$ cat config.mk
export PLATFORM = sky130hd
export DESIGN_NAME = pc_fetch_ctrl_flat
export DESIGN_NICKNAME = d
export VERILOG_FILES = /design/src/rtl/mips_pkg.sv /design/src/rtl/pc_fetch_ctrl_if.sv /design/src/rtl/alu_adder.sv /design/src/rtl/pc_fetch_ctrl.sv /design/src/flat_wrapper.sv
export SDC_FILE = /design/constraint.sdc
export NUM_CORES = 1
export LEC_CHECK = 0
export ABC_CLOCK_PERIOD_IN_PS = 4650
export BUFFER_PORTS_ARGS = -buffer_cell sky130_fd_sc_hd__clkbuf_2
export CAP_MARGIN = 10
export CORE_MARGIN = 2
export CORE_UTILIZATION = 40
export CTS_BUF_LIST = sky130_fd_sc_hd__clkbuf_16
export DETAILED_ROUTE_END_ITERATION = 12
export MAX_ROUTING_LAYER = met4
export PLACE_DENSITY = 0.65
export REMOVE_ABC_BUFFERS = 1
export SETUP_SLACK_MARGIN = 0.15
export SYNTH_ARGS = -nofsm -noshare
export SYNTH_HDL_FRONTEND = slang
export SYNTH_SLANG_ARGS = --single-unit
$ cat constraint.sdc
create_clock -name clk -period 4.65 [get_ports clk]
set_clock_uncertainty 0.2 [all_clocks]
set_input_delay 0.2325 -clock clk [delete_from_list [all_inputs] [get_ports clk]]
set_output_delay 0.2325 -clock clk [all_outputs]
set_load 0.05 [all_outputs]
$ cat src/rtl/mips_pkg.sv
// Shared definitions for the instruction-fetch front end: machine width,
// reset/increment defaults, fetch FSM encoding and address helpers.
package mips_pkg;

  localparam int unsigned XLEN = 32;

  localparam logic [XLEN-1:0] RESET_PC = 32'h0000_0000;
  localparam logic [XLEN-1:0] PC_INC   = 32'd4;

  typedef enum logic [1:0] {
    IDLE  = 2'd0,
    FETCH = 2'd1,
    FLUSH = 2'd2,
    HOLD  = 2'd3
  } fetch_state_t;

  // Instructions are word aligned; the low two address bits are dropped.
  function automatic logic [XLEN-1:0] word_align(input logic [XLEN-1:0] addr);
    return {addr[XLEN-1:2], 2'b00};
  endfunction

endpackage

$ cat src/rtl/pc_fetch_ctrl_if.sv
// Instruction-memory request/response bus plus the fetch-to-decode handoff.
// master = fetch controller side, slave = memory/decode environment side.
interface pc_fetch_ctrl_if;
  import mips_pkg::*;

  logic            imem_req;
  logic [XLEN-1:0] imem_addr;
  logic            imem_ack;
  logic [XLEN-1:0] imem_rdata;
  logic [XLEN-1:0] instr;
  logic [XLEN-1:0] instr_pc;
  logic            instr_valid;
  logic            instr_ready;

  modport master (
    output imem_req, imem_addr, instr, instr_pc, instr_valid,
    input  imem_ack, imem_rdata, instr_ready
  );

  modport slave (
    input  imem_req, imem_addr, instr, instr_pc, instr_valid,
    output imem_ack, imem_rdata, instr_ready
  );

endinterface

$ cat src/rtl/alu_adder.sv
// Plain unsigned adder, wraps modulo 2^WIDTH.
module alu_adder #(
  parameter int WIDTH = 32
) (
  input  logic [WIDTH-1:0] adder_inp1,
  input  logic [WIDTH-1:0] adder_inp2,
  output logic [WIDTH-1:0] adder_out
);

  assign adder_out = adder_inp1 + adder_inp2;

endmodule

$ cat src/rtl/pc_fetch_ctrl.sv
// PC fetch controller: issues one instruction-memory request at a time,
// hands the fetched word to decode and handles branch/jump redirects.
// Data for a request that was overtaken by a redirect is never presented.
module pc_fetch_ctrl #(
  parameter logic [31:0] RESET_PC = mips_pkg::RESET_PC,
  parameter logic [31:0] PC_INC   = mips_pkg::PC_INC
) (
  input  logic                      clk,
  input  logic                      rst_n,
  input  logic                      stall,
  input  logic                      branch_taken,
  input  logic [mips_pkg::XLEN-1:0] branch_target,
  input  logic                      jump,
  input  logic [mips_pkg::XLEN-1:0] jump_target,
  pc_fetch_ctrl_if.master           bus
);
  import mips_pkg::*;

  fetch_state_t    state_p0, state_nxt;
  logic [XLEN-1:0] pc_p0, pc_nxt;
  logic [XLEN-1:0] pc_inc;
  logic            req_p0, req_nxt;
  logic [XLEN-1:0] addr_p0, addr_nxt;
  logic [XLEN-1:0] instr_p0, instr_nxt;
  logic [XLEN-1:0] ipc_p0, ipc_nxt;
  logic            vld_p0, vld_nxt;

  logic            redir;
  logic [XLEN-1:0] redir_target;
  logic [XLEN-1:0] fetch_addr;

  alu_adder #(.WIDTH(XLEN)) u_pc_adder (
    .adder_inp1 (pc_p0),
    .adder_inp2 (PC_INC),
    .adder_out  (pc_inc)
  );

  // Branch wins over jump; the next fetch address is the target on a redirect.
  assign redir        = branch_taken | jump;
  assign redir_target = word_align(branch_taken ? branch_target : jump_target);
  assign fetch_addr   = redir ? redir_target : pc_p0;

  // Next-state and next-output decode for the fetch FSM.
  always_comb begin
    state_nxt = state_p0;
    pc_nxt    = pc_p0;
    req_nxt   = req_p0;
    addr_nxt  = addr_p0;
    instr_nxt = instr_p0;
    ipc_nxt   = ipc_p0;
    vld_nxt   = vld_p0;
    case (state_p0)
      IDLE: begin
        req_nxt = 1'b0;
        if (redir) pc_nxt = redir_target;
        if (!stall) begin
          state_nxt = FETCH;
          req_nxt   = 1'b1;
          addr_nxt  = fetch_addr;
          pc_nxt    = fetch_addr;
        end
      end
      FETCH: begin
        if (bus.imem_ack) begin
          if (redir) begin
            // Returned word belongs to the old path: drop it, refetch at target.
            pc_nxt   = redir_target;
            addr_nxt = redir_target;
            req_nxt  = 1'b1;
          end else begin
            instr_nxt = bus.imem_rdata;
            ipc_nxt   = addr_p0;
            vld_nxt   = 1'b1;
            pc_nxt    = pc_inc;
            req_nxt   = 1'b0;
            state_nxt = HOLD;
          end
        end else if (redir) begin
          // Request still in flight; it must complete before the new one.
          pc_nxt    = redir_target;
          state_nxt = FLUSH;
        end
      end
      FLUSH: begin
        if (redir) pc_nxt = redir_target;
        if (bus.imem_ack) begin
          state_nxt = FETCH;
          req_nxt   = 1'b1;
          addr_nxt  = fetch_addr;
          pc_nxt    = fetch_addr;
        end
      end
      HOLD: begin
        if (redir) begin
          pc_nxt    = redir_target;
          vld_nxt   = 1'b0;
          state_nxt = FETCH;
          req_nxt   = 1'b1;
          addr_nxt  = redir_target;
        end else if (bus.instr_ready && !stall) begin
          vld_nxt   = 1'b0;
          state_nxt = FETCH;
          req_nxt   = 1'b1;
          addr_nxt  = pc_p0;
        end
      end
      default: state_nxt = IDLE;
    endcase
  end

  // State and registered outputs; reset returns to IDLE at RESET_PC at once.
  always_ff @(posedge clk or negedge rst_n) begin
    if (!rst_n) begin
      state_p0 <= IDLE;
      pc_p0    <= RESET_PC;
      req_p0   <= 1'b0;
      addr_p0  <= RESET_PC;
      instr_p0 <= '0;
      ipc_p0   <= '0;
      vld_p0   <= 1'b0;
    end else begin
      state_p0 <= state_nxt;
      pc_p0    <= pc_nxt;
      req_p0   <= req_nxt;
      addr_p0  <= addr_nxt;
      instr_p0 <= instr_nxt;
      ipc_p0   <= ipc_nxt;
      vld_p0   <= vld_nxt;
    end
  end

  assign bus.imem_req    = req_p0;
  assign bus.imem_addr   = addr_p0;
  assign bus.instr       = instr_p0;
  assign bus.instr_pc    = ipc_p0;
  assign bus.instr_valid = vld_p0;

endmodule

$ cat src/flat_wrapper.sv
// flat-port wrapper written by rule: the top's interface ports become plain ports
module pc_fetch_ctrl_flat import mips_pkg::*;
#(
  parameter logic [31:0] RESET_PC = mips_pkg::RESET_PC,
  parameter logic [31:0] PC_INC   = mips_pkg::PC_INC
)
  (clk, rst_n, stall, branch_taken, branch_target, jump, jump_target, bus_imem_req, bus_imem_addr, bus_instr, bus_instr_pc, bus_instr_valid, bus_imem_ack, bus_imem_rdata, bus_instr_ready);
  pc_fetch_ctrl_if bus_i ();
  input  logic clk;
  input  logic rst_n;
  input  logic stall;
  input  logic branch_taken;
  input  logic [mips_pkg::XLEN-1:0] branch_target;
  input  logic jump;
  input  logic [mips_pkg::XLEN-1:0] jump_target;
  output wire logic [$bits(bus_i.imem_req)-1:0] bus_imem_req;
  output wire logic [$bits(bus_i.imem_addr)-1:0] bus_imem_addr;
  output wire logic [$bits(bus_i.instr)-1:0] bus_instr;
  output wire logic [$bits(bus_i.instr_pc)-1:0] bus_instr_pc;
  output wire logic [$bits(bus_i.instr_valid)-1:0] bus_instr_valid;
  input wire logic [$bits(bus_i.imem_ack)-1:0] bus_imem_ack;
  input wire logic [$bits(bus_i.imem_rdata)-1:0] bus_imem_rdata;
  input wire logic [$bits(bus_i.instr_ready)-1:0] bus_instr_ready;
  assign bus_imem_req = bus_i.imem_req;
  assign bus_imem_addr = bus_i.imem_addr;
  assign bus_instr = bus_i.instr;
  assign bus_instr_pc = bus_i.instr_pc;
  assign bus_instr_valid = bus_i.instr_valid;
  assign bus_i.imem_ack = bus_imem_ack;
  assign bus_i.imem_rdata = bus_imem_rdata;
  assign bus_i.instr_ready = bus_instr_ready;
  pc_fetch_ctrl #(.RESET_PC(RESET_PC), .PC_INC(PC_INC)) u_core (.clk(clk), .rst_n(rst_n), .stall(stall), .branch_taken(branch_taken), .branch_target(branch_target), .jump(jump), .jump_target(jump_target), .bus(bus_i));
endmodule
==> results.sh <==
export IMPL_synthesis_area_sq_um=6310
export IMPL_r2r_start="u_core.state_p0[0]"
export IMPL_syn_inst=574
export IMPL_tightest_slew_ns=1.08
export IMPL_drive_gt1_share_pct=36.3
export IMPL_crit_path_end_kind="flip-flop"
export IMPL_cts_max_path_buffers=2
export IMPL_max_vdd_ir_drop_v=0.000427
export IMPL_setup_viol=0
export IMPL_numCtsBuffers=17
export IMPL_ys_warn_count=0
export IMPL_cts_tree="yes"
export IMPL_diodes=0
export IMPL_initial_core_util_pct=41.2
export IMPL_yosysSeqAreaShare_pct=52.3
export IMPL_drtIter0Drc=287
export IMPL_grt_pass1_wl_mm=27.5
export IMPL_clk_pin_slew_ns=0.06
export IMPL_route_detailed_drc=0
export IMPL_wl_per_cell_microns=16.9
export IMPL_syn_area_per_cell_sq_um=11.0
export IMPL_firstDrtPassIters=4
export IMPL_crit_required_ns=4.74
export IMPL_post_synth_fa_ha_maj_area_fraction_pct=0.198
export IMPL_crit_fanout=50
export IMPL_cp_start_kind="flip-flop"
export IMPL_netlist_area_leader_share_pct=52.3
export IMPL_yosys_most_used_dff="dfrtp_1"
export IMPL_h_tree_depth=4
export IMPL_post_dp_hpwl_mm=11.2
export IMPL_die_w_microns=130
export IMPL_io_buffers=196
export IMPL_tns_ns=0
export IMPL_cp_top_family="simple AND/OR/NAND/NOR gates"
export IMPL_synth_mux_area_share_pct=12.6
export IMPL_outcome="finished, final reports clean"
export IMPL_seqCellArea_sq_um=3300
export IMPL_fin_ws_ns=1.75
export IMPL_holdPathStages=2
export IMPL_wl_mm=17.7
export IMPL_nets=924
export IMPL_grt_pass1_vias=5377
export IMPL_r2r_cells=5
export IMPL_path_cells="nor2b_1 > nand2_1 > nor2_4 > buf_4 > mux2_2"
export IMPL_power_uw=6070
export IMPL_min_to="u_core.state_p0[0]"
export IMPL_cp_arrival_ns=2.99
export IMPL_num_rows=45
export IMPL_die_y_microns=130
export IMPL_post_synth_top_count_cell="dfrtp_1"
export IMPL_nFillCells=1360
export IMPL_critPathKind="flip-flop to flip-flop"
export IMPL_fin_area_sq_um=8670
export IMPL_cts_sinks=132
export IMPL_synthXorXnorAreaFrac_pct=4.02
export IMPL_yosys_area_share_simple_pct=11.6
export IMPL_antenna_found_initial=0
export IMPL_grt_max_degree=97
export IMPL_die_area_sq_um=16800
export IMPL_p_leak_uw=0.00391
export IMPL_track_usage_pct=21.8
export IMPL_synth_edf_count=0
export IMPL_rsz0062_at_grt="no"
export IMPL_final_cells=1043
export IMPL_drv_cap=0
export IMPL_yosys_area_top_type="dfrtp_1"
export IMPL_crit_buf_inv=1
export IMPL_powerDensity_nw_per_um2=700
export IMPL_vias=5445
export IMPL_ys_ff_latch=132
export IMPL_regToRegEndpoint="u_core.bus.instr[26]"
export IMPL_gp_congestion=0.764
export IMPL_coreArea_sq_um=15300
export IMPL_crit_slowest_cell="buf_4"
export IMPL_hold_path_class="primary input to flip-flop"
export IMPL_pre_cts_ws_ns=1.65
export IMPL_hold_start="bus_imem_ack"
export IMPL_ant_nets=0
export IMPL_syn_to_final_growth_pct=37.3
export IMPL_io_pins=201
export IMPL_clockRootBuffer="clkbuf_16"
export IMPL_max_freq_ghz=0.345
export IMPL_ys_top_cells_by_area="dfrtp_1, mux2_2, o21ai_0"
export IMPL_finalMaxSlewViolations=0
export IMPL_multi_input_area_sq_um=2840
export IMPL_synth_compound_area_share_pct=16.2
export IMPL_dp_cells=945
export IMPL_avgViaCountPerCell=5.22
export IMPL_ys_top_cells_by_count="dfrtp_1, o21ai_0, mux2_2"
export IMPL_finalCriticalPeriod_ns=2.90
export IMPL_finalCritPeriodShare_pct=62.4
export IMPL_slowest_delay_ns=0.63
export IMPL_clk_latency_ns=0.42
export IMPL_gr_total_overflow=0
export IMPL_rrSetupSlack_ns=1.75
export IMPL_synthArstFlopShare_pct=100
export IMPL_hold_violations=0
export IMPL_post_cts_buffers=0
export IMPL_place_area_sq_um=7450
export IMPL_slew_headroom_pct=27.9
export IMPL_yosysUniqueCellTypes=42
export IMPL_synth_top_family_by_area="compound AO/OA/AOI/OAI gates"
==> worst reg2reg max path, cell delays in order, from the launching register on <==
cell and delay [ns]:
dfrtp_1 0.61, nor2b_1 0.27, nand2_1 0.17, nor2_4 0.47, buf_4 0.63, mux2_2 0.43
==> final cells by class <==
| class | count | area share, % |
|---|---|---|
| flip-flops and latches | 132 | 38.1 |
| multi-input cells | 395 | 32.7 |
| repair buffers | 269 | 19.6 |
| clock buffers | 17 | 4.91 |
| well taps | 211 | 3.04 |
| clock inverters | 14 | 1.40 |
| inverters | 5 | 0.216 |
==> cells by family (layout without fill, tap and decap cells) <==
kind of cell	Yosys count	count (layout)
AO/OA/AOI/OAI	160	160
XOR/XNOR	29	29
flip-flops	132	132
multiplexers	71	71
AND/OR/NAND/NOR	134	134
buffers and inverters	47	305
adder cells (fa/ha/maj)	1	1
==> routing by layer <==
layer  track usage, %  routed length [microns]  share of wire, %
met1             26.4                     7830                44
met2             35.5                     8460                48
met3             5.12                     1100               6.2
met4             8.22                      277               1.6
met5                -                        0                 0
==> registers in the layout (all words and copies together), names as in the netlist <==
register and count:
u_core.bus.instr_valid 1, u_core.pc_p0 32, u_core.bus.imem_req 1, u_core.bus.instr_pc 32, u_core.bus.instr 32, u_core.bus.imem_addr 32
u_core.state_p0 2
==> power by group <==
part / internal [uW] / leakage (uW) / switching, uW
Combinational: 762 / 0.00204 / 2140
Clock: 771 / 0.000273 / 483
Sequential: 1590 / 0.00160 / 318
==> per-stage QoR <==
stage	hold slack (ns)	util (%)
global placement	0.175	48.7
detailed placement	0.182	48.7
global route	0.0380	56.6
floorplan	-0.263	-
finish	0.0483	56.6
CTS	0.0179	56.6
==> worst max-delay path by stage <==
stage	start	end	slack, ns	depth (start not counted)
floorplan	jump	u_core.bus.imem_addr[10]	-0.37	4
global placement	branch_taken	u_core.bus.instr[19]	1.73	5
detailed placement	branch_taken	u_core.bus.instr[26]	1.65	5
CTS	u_core.state_p0[0]	u_core.bus.instr[26]	1.73	5
global route	u_core.state_p0[0]	u_core.bus.instr[29]	1.52	5
finish	u_core.state_p0[0]	u_core.bus.instr[26]	1.75	5
==> layout by cell type (no fill, tap or decap), drive strengths merged, types with 2 or more instances in the layout <==
| cell type | synthesis | final |
|---|---|---|
| o221ai | 2 | 2 |
| o21ai | 67 | 67 |
| nor3 | 9 | 9 |
| nand3 | 9 | 9 |
| xor2 | 5 | 5 |
| a31oi | 2 | 2 |
| nor2b | 28 | 28 |
| mux2 | 66 | 66 |
| dfrtp | 132 | 132 |
| and2 | 3 | 3 |
| a221o | 27 | 27 |
| and3 | 4 | 4 |
| nand2b | 3 | 3 |
| buf | 16 | 8 |
| bufinv | 0 | 2 |
| mux2i | 5 | 5 |
| clkbuf | 26 | 211 |
| nor4 | 4 | 4 |
| and4 | 3 | 3 |
| or2 | 2 | 2 |
| a211oi | 27 | 27 |
| a21oi | 32 | 32 |
| nand2 | 47 | 47 |
| nand4 | 7 | 7 |
| dlygate4sd3 | 0 | 67 |
| inv | 5 | 8 |
| xnor2 | 24 | 24 |
| nor2 | 10 | 10 |
| clkinv | 0 | 8 |
==> repair_timing <==
action                    in CTS  in global routing
resized for setup              0                  0
hold buffers                  67                  0
hold endpoints to repair     159                  0
Power figures use the tool's default switching activity.
